$ cat config.mk
export PLATFORM = sky130hd
export DESIGN_NAME = key_filter_debounce
export DESIGN_NICKNAME = d
export VERILOG_FILES = /design/src/rtl/key_filter_debounce.sv
export SDC_FILE = /design/constraint.sdc
export NUM_CORES = 1
export LEC_CHECK = 0
export BUFFER_PORTS_ARGS = -buffer_cell sky130_fd_sc_hd__buf_2
export CAP_MARGIN = 20
export CORE_MARGIN = 3
export CORE_UTILIZATION = 40
export CTS_BUF_LIST = sky130_fd_sc_hd__clkbuf_2 sky130_fd_sc_hd__clkbuf_4 sky130_fd_sc_hd__clkbuf_8
export DETAILED_ROUTE_END_ITERATION = 8
export GPL_TIMING_DRIVEN = 0
export PLACE_DENSITY_LB_ADDON = 0.08
export SLEW_MARGIN = 25
export SYNTH_ARGS = -nofsm -noshare
export SYNTH_HDL_FRONTEND = slang
export SYNTH_SLANG_ARGS = --single-unit
export TNS_END_PERCENT = 5
$ cat constraint.sdc
create_clock -name clk -period 2.4 [get_ports clk]
set_clock_uncertainty 0.1 [all_clocks]
set_input_delay 0.12 -clock clk [delete_from_list [all_inputs] [get_ports clk]]
set_output_delay 0.12 -clock clk [all_outputs]
set_load 0.01 [all_outputs]
$ cat src/rtl/key_filter_debounce.sv
// key_filter_debounce
// Debouncer for an active-low push button. The raw key is synchronised to clk
// and each press or release must hold a stable level for CNT_MAX cycles
// before it is accepted.
//
// Ports:
//   clk          system clock, rising edge
//   rst_n        asynchronous active-low reset
//   key          raw button, asynchronous to clk (0 = pressed)
//   start        one-cycle pulse per debounced press (launch trigger)
//   key_release  one-cycle pulse per debounced release
//   key_state    debounced level (1 = pressed)
module key_filter_debounce #(
  parameter int unsigned CNT_MAX = 1_000_000,
  parameter int unsigned CNT_W   = 20
) (
  input  logic clk,
  input  logic rst_n,
  input  logic key,
  output logic start,
  output logic key_release,
  output logic key_state
);

  typedef enum logic [1:0] {
    IDLE         = 2'd0,
    PRESS_FILT   = 2'd1,
    DOWN         = 2'd2,
    RELEASE_FILT = 2'd3
  } state_t;

  localparam logic [CNT_W-1:0] CNT_LAST = CNT_W'(CNT_MAX - 1);

  logic             sync1;
  logic             sync2;
  logic             ks_d;
  logic             ks;
  logic             nedge;
  logic             pedge;

  state_t           state;
  state_t           state_nx;
  logic [CNT_W-1:0] cnt;
  logic [CNT_W-1:0] cnt_nx;
  logic             start_nx;
  logic             key_release_nx;
  logic             key_state_nx;

  // Synchroniser and edge-detect delay; all reset to the released level so a
  // key held low through reset shows up as a fresh falling edge.
  always_ff @(posedge clk or negedge rst_n) begin
    if (!rst_n) begin
      sync1 <= 1'b1;
      sync2 <= 1'b1;
      ks_d  <= 1'b1;
    end else begin
      sync1 <= key;
      sync2 <= sync1;
      ks_d  <= sync2;
    end
  end

  assign ks    = sync2;
  assign nedge = ks_d & ~ks;
  assign pedge = ~ks_d & ks;

  always_ff @(posedge clk or negedge rst_n) begin
    if (!rst_n) begin
      state       <= IDLE;
      cnt         <= '0;
      start       <= 1'b0;
      key_release <= 1'b0;
      key_state   <= 1'b0;
    end else begin
      state       <= state_nx;
      cnt         <= cnt_nx;
      start       <= start_nx;
      key_release <= key_release_nx;
      key_state   <= key_state_nx;
    end
  end

  always_comb begin
    state_nx       = state;
    cnt_nx         = cnt;
    start_nx       = 1'b0;
    key_release_nx = 1'b0;
    key_state_nx   = key_state;
    case (state)
      IDLE: begin
        if (nedge) begin
          state_nx = PRESS_FILT;
          cnt_nx   = '0;
        end
      end
      PRESS_FILT: begin
        if (ks) begin
          // Bounced back high: abandon and wait for the next falling edge.
          state_nx = IDLE;
          cnt_nx   = '0;
        end else if (cnt == CNT_LAST) begin
          state_nx     = DOWN;
          cnt_nx       = '0;
          start_nx     = 1'b1;
          key_state_nx = 1'b1;
        end else begin
          cnt_nx = cnt + CNT_W'(1);
        end
      end
      DOWN: begin
        if (pedge) begin
          state_nx = RELEASE_FILT;
          cnt_nx   = '0;
        end
      end
      RELEASE_FILT: begin
        if (!ks) begin
          state_nx = DOWN;
          cnt_nx   = '0;
        end else if (cnt == CNT_LAST) begin
          state_nx       = IDLE;
          cnt_nx         = '0;
          key_release_nx = 1'b1;
          key_state_nx   = 1'b0;
        end else begin
          cnt_nx = cnt + CNT_W'(1);
        end
      end
      default: begin
        state_nx = IDLE;
        cnt_nx   = '0;
      end
    endcase
  end

endmodule

# Word-level counts from Yosys, hierarchy flattened
# Index checks and enable logic that the tools add are counted.
# op_classes
div	0
reduce_logical	5
n_addsub	1
mul	0
eq_ne	12
muxes	23
shifts	0
bitwise_logic	4
n_lt_le_gt_ge	0
# ops
op	count
$mux W20	5
$pmux W20 S4	1
$add A20 B1 Y20 const B	1
$eq A20 B20 Y1 const B	1
$mux W2	6
$ne A2 B2 Y1 const B	6
$mux W1	9
$pmux W2 S4	1
$ne A3 B3 Y1 const B	2
$reduce_and A5 Y1	1
$eq A2 B2 Y1 const B	2
$reduce_and A4 Y1	1
$and A1 B1 Y1	2
$eq A2 B1 Y1 const B	1
$logic_not A2 Y1	1
$not A1 Y1	2
$pmux W1 S2	1
$reduce_and A2 Y1	1
$reduce_bool A2 Y1	1
# word_totals
ram_bits	0
out_inout_bits	3
word_cells	53
inputBits	3
mem_bits_ro	0
ff_bits	28
memories	0
latchBits	0

# Longest topological paths before layout
# logic_depth
depth_word	4
ltp_mapped	7
depth_no_buf	6

# Worst setup path after synthesis
# No wires, ideal clock.
# synth_timing
path_kind	register to register
from	reg ks_d
to	reg cnt[13]
t_required_ns	2.175
n_path_buf	0
synth_period_minus_slack_ns	2.126
setup_time_ns	0.125
path_slack_ns	0.274
stages_incl_launch_ff	6
arrival_time_ns	1.901
path_cell_list	dfstp_2 or3b_4 a311o_2 or4_4 xor2_1 nor2_2
# synth_via
elab_chain_cells	4
elab_cells_between_ends	6
classes_between	eq/ne (2); bitwise (3); reduce/logical (1)
# synth_rtl
element	line	text
from (decl)	36	logic ks_d;
from (signal assigned)	59	ks_d <= sync2;
$not A1 Y1	65	assign pedge = ~ks_d & ks;
$and A1 B1 Y1	65	
$ne A2 B2 Y1 (no line)	-	
$reduce_and A2 Y1 (no line) *	-	
to (signal assigned)	76	cnt <= cnt_nx;
to (decl)	43	logic [CNT_W-1:0] cnt;
# Every way passes the cells marked *; elsewhere a longest branch is shown, timed or not.
# A chain may end at the register's enable or synchronous reset.

==> summary.txt <==
CTS
  • CTS tree: built
  • Clk root buf: clkbuf_4
  • Clk sinks: 28
  • Clock-pin slew on the worst setup and hold paths: approximately 0.15 ns
  • Clk buf depth: 2
  • Inserted Clock Buffers: 3
  • Post-CTS Setup Inserts: 0
  • Clk_lat worst skew: between 0.3 and 0.4 ns
  • H-tree depth: 1

Detailed routing
  • Via density per instance: about 5.5
  • Via count: 1143
  • Drt wl/cell: about 15 µm
  • Final WL: 3020 µm
  • Iter 0 DRT Violations: 78
  • Drt drc: 0
  • Drt pass-1 iters: 4
  • Remaining antenna violation count after routing: 0

Logic synthesis
  • Cell area after synthesis: 0.00144 mm²
  • Top FF cell, synth: dfrtp_1
  • Post-Syn Nets: 154
  • Area share of the largest cell type after synthesis: 0.435
  • Avg Cell Area, Syn: 9.59 µm²
  • Area contributors post-synth: dfrtp_1 43%, dfstp_2 5.5%, nand3_1 3.8%
  • Synth area leader: dfrtp_1
  • Post-synth EDFFs: 0
  • Async set-or-reset flop fraction in the synthesized netlist: 1.00
  • Seq cells post-synth: 28
  • Synth unique cells: 39
  • Seq/Total Area, Yosys: 0.490
  • Gate Count Post-Synth: 150
  • Synth Warn #: 0

Floorplan
  • Die Area: 0.00435 mm²
  • Core Area: 0.00339 mm²
  • Top Ports: 6
  • Initial Util: 0.425
  • Die X: roughly 66 µm
  • Number of core rows: 21
  • Die height: 66.0 µm

Timing
  • Tcrit/Tclk final: 0.956
  • RSZ-0062 raised after global routing: yes
  • Count of final setup violators: 0
  • Max Clock Freq: roughly 0.44 GHz
  • Fin crit period: between 2 and 2.5 ns
  • Worst slew pin tran: ~0.60 ns
  • Hold Fails Final Rpt: 0
  • Worst slew margin: 0.598
  • Final slew viol count: 0
  • Final Hold Slack: 0.203 ns
  • Setup TNS Final: 0 ns

Final layout
  • Post-Route Utilization: 0.473
  • Layout cells sized above 1: 0.168
  • Nets: 166
  • Fillers: 326
  • Area Overhead vs Synth: 11.4%
  • # diodes: 0

Global routing
  • Initial antenna violation count: 0
  • Vias in the first global route: 1145
  • GRT Util Overall: 0.163
  • First-pass GRT wire length: around 5500 µm
  • Remaining Overflow, GRT: 0
  • Largest net degree at the start of global routing: 29

Worst setup path
  • Crit Path Category: reg -> reg
  • WP data arrival: 2.42 ns
  • CP Capture Type: flip-flop
  • Highest fanout seen on the critical path: 10
  • Critical Path RT: 2.53 ns
  • Startpoint types: flip-flop
  • Reg2Reg Depth: 7

Pwr
  • Leakage: 0.662 nW
  • Peak supply drop: 0.000316 V
  • Pwr/cell area: 733 mW/mm²
  • Total Power: 0.00117 W

Hold path
  • Worst hold path class: in -> async

Place
  • Final GP Congestion: 0.755
  • I/O Buffers: 5
  • DP Wirelength: ~2100 µm

Outcome
  • Status: finished clean

Run
  • Number of max-cap violations: 0
## final cells by class
class	instances	area, µm²	area share
sequential	28	704	0.439
multi-input combinational	109	683	0.426
tap	46	57.6	0.0359
buffer	6	50.0	0.0312
timing repair buffer	7	45.0	0.0281
clock buffer	4	36.3	0.0226
inverter	7	26.3	0.0164
## metal layers
| metal | vias up | part of all wire | global-route usage |
|---|---|---|---|
| met4 | 0 | 0.0076 | 0.0381 |
| li1 | 580 | - | - |
| met2 | 13 | 0.46 | 0.263 |
| met5 | - | 0 | 0 |
| met3 | 2 | 0.028 | 0.0357 |
| met1 | 548 | 0.51 | 0.223 |
## per-stage QoR
step                      cell area (µm²)  instances  setup WS, ns
after floorplan                      1440        150         0.274
final                                1600        207         0.106
after CTS                            1600        207         0.124
after global routing                 1600        207       -0.0534
after global placement               1520        201       -0.0699
after detailed placement             1520        201        -0.114
## sequential cells by signal, summed over array words and instances, names as in the netlist, named ones only
| register | count |
|---|---|
| sync1 | 1 |
| state | 1 |
| start | 1 |
| key_state | 1 |
| ks_d | 1 |
| key_release | 1 |
| ks | 1 |
| cnt | 20 |
## layout by cell type, fill, tap and decap left out, drive strengths merged, types with 5 or more instances in the layout
cell type,n
nor2,12
o21ai,8
nand2,12
nor3,6
a21oi,7
dfrtp,25
clkbuf,7
and3,5
inv,7
nand4,6
a31oi,7
buf,8
nand3,11
## cell usage after synthesis, types with 4 or more instances
library cell,number
dfrtp_1,25
nor3_1,6
nand4_1,6
nand3_1,11
nand2_1,12
inv_1,7
nor2_1,11
a31oi_1,7
a21oi_1,7
xnor2_1,4
and3_1,4
o21ai_0,8
## report_power, final
part	internal, W	switching [W]	total [W]
clock network	0.0000929	0.000142	0.000235
logic	0.000125	0.000237	0.000362
registers	0.000516	0.0000617	0.000578
## worst max-delay path: stages (launching register included)
cell and delay, ns:
dfrtp_1 0.49, ha_1 0.23, nand3_1 0.22, nor3_1 0.32, a31oi_2 0.25, clkbuf_2 0.29
o21ai_0 0.20, o31ai_1 0.09
## kinds of logic after synthesis
| group | count (synthesis) | share of synthesized area |
|---|---|---|
| xor gates and xnor gates | 6 | 0.0365 |
| AOI/OAI and AO/OA | 35 | 0.162 |
| DFF | 28 | 0.490 |
| adders and majority gates | 1 | 0.00869 |
| buffers and inverters | 13 | 0.0522 |
| and+or+nand+nor | 67 | 0.251 |
## worst paths after layout
| kind | end | start | slack, ns |
|---|---|---|---|
| max | flip-flop | cnt[0]$_DFFE_PN0P_ | 0.11 |
| min | cnt[12]$_DFFE_PN0P_ | rst_n | 0.20 |
| min in group clk | ks$_DFF_PN1_ | sync1$_DFF_PN1_ | 0.27 |
| max reg2reg | flip-flop | cnt[0]$_DFFE_PN0P_ | 0.11 |
| min reg2reg | ks$_DFF_PN1_ | sync1$_DFF_PN1_ | 0.27 |
| max in group asynchronous | cnt[6]$_DFFE_PN0P_ | rst_n | 1.60 |
## timing repair
item,in CTS,in global routing
hold buffers,2,0
endpoints found under the hold margin,26,0
resized for setup,4,1
setup endpoints to repair,9,8
Power figures use the tool's default switching activity.
